### src/rtl/immediate_encoder_pipe.sv
// Two-stage valid/ready pipeline that packs an immediate into an RV32I I/S/B/U/J instruction word,
// flags unrepresentable or misaligned immediates, and keeps delivery/error statistics.
module immediate_encoder_pipe #(
  parameter int N     = 32,
  parameter int K     = 3,
  parameter int CNT_W = 16
) (
  input  logic             clk,
  input  logic             rst_n,
  input  logic             i_in_valid,
  output logic             o_in_ready,
  input  logic [K-1:0]     i_imm_sel,
  input  logic [N-1:0]     i_imm_value,
  input  logic [N-1:0]     i_base_instr,
  output logic             o_out_valid,
  input  logic             i_out_ready,
  output logic [N-1:0]     o_instr_out,
  output logic             o_range_err,
  output logic             o_err_sticky,
  output logic [CNT_W-1:0] o_enc_count,
  output logic [CNT_W-1:0] o_err_count
);

  localparam logic [K-1:0] SEL_I = K'(0);
  localparam logic [K-1:0] SEL_S = K'(1);
  localparam logic [K-1:0] SEL_B = K'(2);
  localparam logic [K-1:0] SEL_U = K'(3);
  localparam logic [K-1:0] SEL_J = K'(4);

  logic             r_s1_valid;
  logic [N-1:0]     r_s1_base;
  logic [K-1:0]     r_s1_sel;
  logic [N-1:0]     r_s1_imm;
  logic             r_s1_err;

  logic             r_s2_valid;
  logic [N-1:0]     r_instr_out;
  logic             r_range_err;
  logic             r_err_sticky;
  logic [CNT_W-1:0] r_enc_count;
  logic [CNT_W-1:0] r_err_count;

  logic             w_s2_load;
  logic             w_s1_adv;
  logic             w_in_fire;
  logic             w_out_fire;
  logic             w_err1;
  logic [N-1:0]     w_instr;

  assign w_s2_load  = !r_s2_valid || i_out_ready;
  assign w_s1_adv   = r_s1_valid && w_s2_load;
  assign o_in_ready = !r_s1_valid || w_s1_adv;
  assign w_in_fire  = i_in_valid && o_in_ready;
  assign w_out_fire = r_s2_valid && i_out_ready;

  // Range check on the raw request: upper bits must replicate the format's sign bit.
  always_comb begin
    w_err1 = 1'b1;
    case (i_imm_sel)
      SEL_I, SEL_S: w_err1 = (i_imm_value[N-1:12] != {(N-12){i_imm_value[11]}});
      SEL_B:        w_err1 = i_imm_value[0] ||
                             (i_imm_value[N-1:13] != {(N-13){i_imm_value[12]}});
      SEL_U:        w_err1 = (i_imm_value[11:0] != 12'd0);
      SEL_J:        w_err1 = i_imm_value[0] ||
                             (i_imm_value[N-1:21] != {(N-21){i_imm_value[20]}});
      default:      w_err1 = 1'b1;
    endcase
  end

  // Scatter the immediate over the base word; out-of-range values are simply truncated.
  always_comb begin
    w_instr = r_s1_base;
    case (r_s1_sel)
      SEL_I: w_instr[31:20] = r_s1_imm[11:0];
      SEL_S: begin
        w_instr[31:25] = r_s1_imm[11:5];
        w_instr[11:7]  = r_s1_imm[4:0];
      end
      SEL_B: begin
        w_instr[31]    = r_s1_imm[12];
        w_instr[30:25] = r_s1_imm[10:5];
        w_instr[11:8]  = r_s1_imm[4:1];
        w_instr[7]     = r_s1_imm[11];
      end
      SEL_U: w_instr[31:12] = r_s1_imm[31:12];
      SEL_J: begin
        w_instr[31]    = r_s1_imm[20];
        w_instr[30:21] = r_s1_imm[10:1];
        w_instr[20]    = r_s1_imm[11];
        w_instr[19:12] = r_s1_imm[19:12];
      end
      default: w_instr = r_s1_base;
    endcase
  end

  always_ff @(posedge clk or negedge rst_n) begin
    if (!rst_n) begin
      r_s1_valid <= 1'b0;
      r_s1_base  <= '0;
      r_s1_sel   <= '0;
      r_s1_imm   <= '0;
      r_s1_err   <= 1'b0;
    end else if (o_in_ready) begin
      r_s1_valid <= i_in_valid;
      if (i_in_valid) begin
        r_s1_base <= i_base_instr;
        r_s1_sel  <= i_imm_sel;
        r_s1_imm  <= i_imm_value;
        r_s1_err  <= w_err1;
      end
    end
  end

  always_ff @(posedge clk or negedge rst_n) begin
    if (!rst_n) begin
      r_s2_valid  <= 1'b0;
      r_instr_out <= '0;
      r_range_err <= 1'b0;
    end else if (w_s2_load) begin
      r_s2_valid <= r_s1_valid;
      if (r_s1_valid) begin
        r_instr_out <= w_instr;
        r_range_err <= r_s1_err;
      end
    end
  end

  always_ff @(posedge clk or negedge rst_n) begin
    if (!rst_n) begin
      r_err_sticky <= 1'b0;
      r_enc_count  <= '0;
      r_err_count  <= '0;
    end else if (w_out_fire) begin
      r_enc_count <= r_enc_count + CNT_W'(1);
      if (r_range_err) begin
        r_err_sticky <= 1'b1;
        if (r_err_count != {CNT_W{1'b1}}) r_err_count <= r_err_count + CNT_W'(1);
      end
    end
  end

  assign o_out_valid  = r_s2_valid;
  assign o_instr_out  = r_instr_out;
  assign o_range_err  = r_range_err;
  assign o_err_sticky = r_err_sticky;
  assign o_enc_count  = r_enc_count;
  assign o_err_count  = r_err_count;

  // Keep w_in_fire observable for readers; it documents the accept condition.
  logic w_unused;
  assign w_unused = w_in_fire;

endmodule
### config.mk
export PLATFORM = sky130hd
export DESIGN_NAME = immediate_encoder_pipe
export DESIGN_NICKNAME = d
export VERILOG_FILES = /design/src/rtl/immediate_encoder_pipe.sv
export SDC_FILE = /design/constraint.sdc
export NUM_CORES = 1
export LEC_CHECK = 0
export ABC_AREA = 1
export CAP_MARGIN = 5
export CORE_MARGIN = 8
export CORE_UTILIZATION = 43
export DETAILED_ROUTE_END_ITERATION = 7
export PLACE_DENSITY = 0.77
export SETUP_SLACK_MARGIN = 0.5
export SKIP_LAST_GASP = 1
export SYNTH_ARGS = -nofsm -noshare
export SYNTH_HDL_FRONTEND = slang
export SYNTH_SLANG_ARGS = --single-unit
### constraint.sdc
create_clock -name clk -period 3.1 [get_ports clk]
set_input_delay 0.465 -clock clk [delete_from_list [all_inputs] [get_ports clk]]
set_output_delay 0.465 -clock clk [all_outputs]
set_load 0.01 [all_outputs]
==> summary.txt <==
Drt
  • Vias per Instance: 4.896
  • Wire per inst: 14.85 um
  • Iteration-0 DRC Markers: 264
  • Wire length reported by the detailed router: 16500 um
  • Drt drc: 0
  • DRT antenna net count: 0
  • First-pass iteration count of the detailed router: 5
  • Vias after detailed routing: 5440

Setup path
  • Kind of end point of the critical path: primary output
  • Stage delay of the slowest cell on the critical path: 0.56 ns
  • Setup crit start kind: input pin
  • Most repeated library cell on the critical path: sky130_fd_sc_hd__clkdlybuf4s50_1
  • Cell with the largest stage delay on the worst path: sky130_fd_sc_hd__clkdlybuf4s50_1
  • Type of the setup path with the least slack: input pin to primary output
  • Family with the most delay on the worst path: buffers and inverters
  • Register-to-register setup slack: around 1.2 ns
  • WP data required: 2.63 ns
  • CP bufs+invs: 3
  • Worst endpoint data arrival time: about 1.8 ns
  • CP cell instances: clkdlybuf4s50_1 -> inv_1 -> nand3_1 -> clkdlybuf4s50_1
  • Largest fanout on the critical path: 3

Timing
  • Highest achievable clock rate: 447.1 MHz
  • Post-route fraction of the period consumed by the critical path: roughly 70%
  • Setup TNS: 0 ns
  • Tightest Pin Transition: 0.5388 ns
  • Count of endpoints failing hold in the final timing report: 0
  • Relative max-transition margin: 64.04%
  • Max-slew violation total from the final report: 0
  • Largest clock skew in the final design: 0.005146 ns
  • Tmin final: 2.237 ns
  • Final number of setup-violating endpoints: 0
  • RSZ-0062 raised after global routing: no

CTS
  • CTS tree: done
  • Clock-pin slew on the worst setup and hold paths: ~0.060 ns
  • Clock latency at the later pin of the worst-skew pair: roughly 0.41 ns
  • Number of clock sinks: 136
  • Setup bufs post-CTS: 0
  • Clock Tree Buf Depth: 2
  • Post-cts hold buffer count: 1
  • CTS buffer count: 17
  • Clock root cell: sky130_fd_sc_hd__clkbuf_16
  • Count of cells resized by post-cts repair: 0
  • Deepest level of the CTS H-tree: 4

Global route
  • Total routing resource utilization after global routing: 18.23%
  • Met1 Resource Use GR: roughly a quarter
  • Initial antenna violation count: 0
  • Largest net degree at the start of global routing: 92
  • Wire length of the first global-routing pass: 27080 um
  • GRT Residual Overflow: 0
  • GR Util met3: 4.075%
  • Most crowded layer after global routing: met2
  • M2 GR Usage: 29.25%
  • Via count of the first global-routing pass: 5485

Power
  • Relative contribution of combinational cells to total power: 24.8%
  • Fraction of power consumed by the clock network: 34.5%
  • Leak pwr: 4.118 nW
  • P_sw: 1.799 mW
  • Overall Power: 5.908 mW
  • Internal portion of total power: around 4.1 mW
  • Total power divided by cell area: 694.5 mW/mm^2
  • Power share of the sequential group: 40.7%
  • Net Sw Frac: 30.45%
  • Worst IR Drop VDD: 0.0003793 V

Die
  • Placement Rows: 44
  • Initial Util: 43.74%
  • Die Wd: 137.1 um
  • Count of pins on the block boundary: 139
  • Core ar.: around 0.014 mm^2
  • Die area: 0.01880 mm^2
  • Overall die height: 137.1 um

Placement
  • RD Place Congestion: 0.8776
  • Post-detail-place hpwl: 12330 um
  • Number of input and output port buffers inserted: around 140

Finish
  • Final Net Count: 987
  • N_diodes: 0
  • Proportion of layout cells with a drive suffix above 1: just over 7%
  • Layout overhead on the synthesized area: 34.85%

Status
  • Result of the run: finished, final reports clean

Synth
  • Yosys synthesis warning count: 0
  • Mapped Area: 0.006309 mm^2
  • Average size of a mapped cell: 8.161 um^2
  • Register area share after synthesis: a little over half
  • Number of nets in the synthesized netlist: 846
  • Synthesized instance count: between 700 and 800
  • Synth Register Bits: between 100 and 150
  • Number of different library cells in the post-synthesis netlist: 36

Job
  • Max-Cap Viols: 0

Min path
  • Hold Path Class: flip-flop to flip-flop
stage by stage:
stage          instances  hold WS [ns]  instance area [um^2]  util [%]  setup slack (ns)
6_report            1111        0.4700                  8507     58.98            0.8634
5_1_grt             1111        0.4959                  8507     58.98            0.7975
4_1_cts             1111        0.4722                  8507     58.98            0.8406
3_5_place_dp        1078        0.3588                  7894     54.73            0.8219
3_3_place_gp        1078        0.3565                  7894     54.73            0.8484
2_1_floorplan        773        0.1694                  6309         -             1.582
layer usage:
layer	part of all wire (%)	vias to the layer above
li1	-	2718
met1	45	2540
met2	47	162
met3	6.5	20
met4	1.3	0
met5	0	-
worst paths after layout:
| check | end | from | cells past startpoint |
|---|---|---|---|
| worst max-delay path | o_in_ready | i_out_ready | 4 |
| worst min-delay path | o_instr_out[1]$_DFFE_PN0P_ | r_s1_base[1]$_DFFE_PN0P_ | 2 |
| worst max register to register | o_err_count[8]$_DFFE_PN0P_ | o_err_count[1]$_DFFE_PN0P_ | 9 |
| worst min register to register | o_instr_out[1]$_DFFE_PN0P_ | r_s1_base[1]$_DFFE_PN0P_ | 2 |
| max in group asynchronous | r_s1_imm[10]$_DFFE_PN0P_ | rst_n | 3 |
| min in group asynchronous | o_err_count[8]$_DFFE_PN0P_ | rst_n | 2 |
sequential cells by signal, indices dropped and copies added, names as in the netlist:
signal	cells
r_s1_base	32
o_err_sticky	1
o_enc_count	16
r_s1_err	1
o_instr_out	32
r_s1_valid	1
r_s1_imm	32
o_err_count	16
o_range_err	1
o_out_valid	1
r_s1_sel	3
synthesized netlist by cell type (all sizes together):
| cell | number | area share [%] |
|---|---|---|
| a221oi | 1 | 0.14 |
| xnor2 | 7 | 1.1 |
| o31ai | 1 | 0.12 |
| a21oi | 8 | 0.63 |
| nand2 | 312 | 19 |
| nand3b | 1 | 0.12 |
| inv | 61 | 3.6 |
| a211oi | 1 | 0.12 |
| nor3 | 14 | 1.9 |
| nand3 | 33 | 2.7 |
| and2 | 1 | 0.099 |
| xor2 | 21 | 2.9 |
| nand4 | 6 | 0.60 |
| a32o | 1 | 0.16 |
| ha | 2 | 0.40 |
| buf | 18 | 1.4 |
| dfrtp | 136 | 54 |
| o21ai | 56 | 4.4 |
| nor2 | 75 | 4.9 |
| or2 | 1 | 0.099 |
| a31oi | 3 | 0.30 |
| clkbuf | 7 | 0.44 |
| a41oi | 7 | 0.97 |
cells in the final DEF, fill, tap and decap left out, drive strengths merged, types with 5 or more instances in the layout:
cell type      synthesis  layout
a21oi                  8       8
a41oi                  7       7
buf                   18       9
clkbuf                 7      17
clkdlybuf4s50          0     137
clkinv                 0       5
clkinvlp               0       5
dfrtp                136     136
inv                   61      63
nand2                312     312
nand3                 33      33
nand4                  6       6
nor2                  75      75
nor3                  14      14
o21ai                 56      56
xnor2                  7       7
xor2                  21      21
power by group through the flow:
stage / Combinational, mW / Sequential, mW / Clock [mW]
4_1_cts: 1.49 / 2.40 / 2.07
5_1_grt: 1.63 / 2.45 / 2.15
3_3_place_gp: 1.44 / 2.41 / 0
6_report: 1.46 / 2.40 / 2.04
3_5_place_dp: 1.48 / 2.43 / 0
2_1_floorplan: 0.591 / 2.47 / 0
cell families after synthesis:
logic type	share of synthesized area [%]
compound gates	6.882
flops	53.95
xor+xnor	4.006
fa+ha+maj	0.3966
buf+inv	5.454
simple gates	29.31
worst register-to-register path, delay by kind of cell, from the launching register on:
family / cells / cell delay [ns]
DFF: 1 / 0.41
buffers and inverters: 1 / 0.14
adders and majority gates: 1 / 0.22
xor gates and xnor gates: 1 / 0.13
and+or+nand+nor: 6 / 0.88
area by class of cell:
| class | count | area, um^2 |
|---|---|---|
| multi-input cells | 551 | 2564 |
| flip-flops and latches | 136 | 3403 |
| fillers | 1288 | 5917 |
| repair buffers | 147 | 1478 |
| inverters | 61 | 229.0 |
| well taps | 184 | 230.2 |
| clock buffers | 17 | 425.4 |
| clock inverters | 15 | 177.7 |
(Power assumes the default switching activity.)
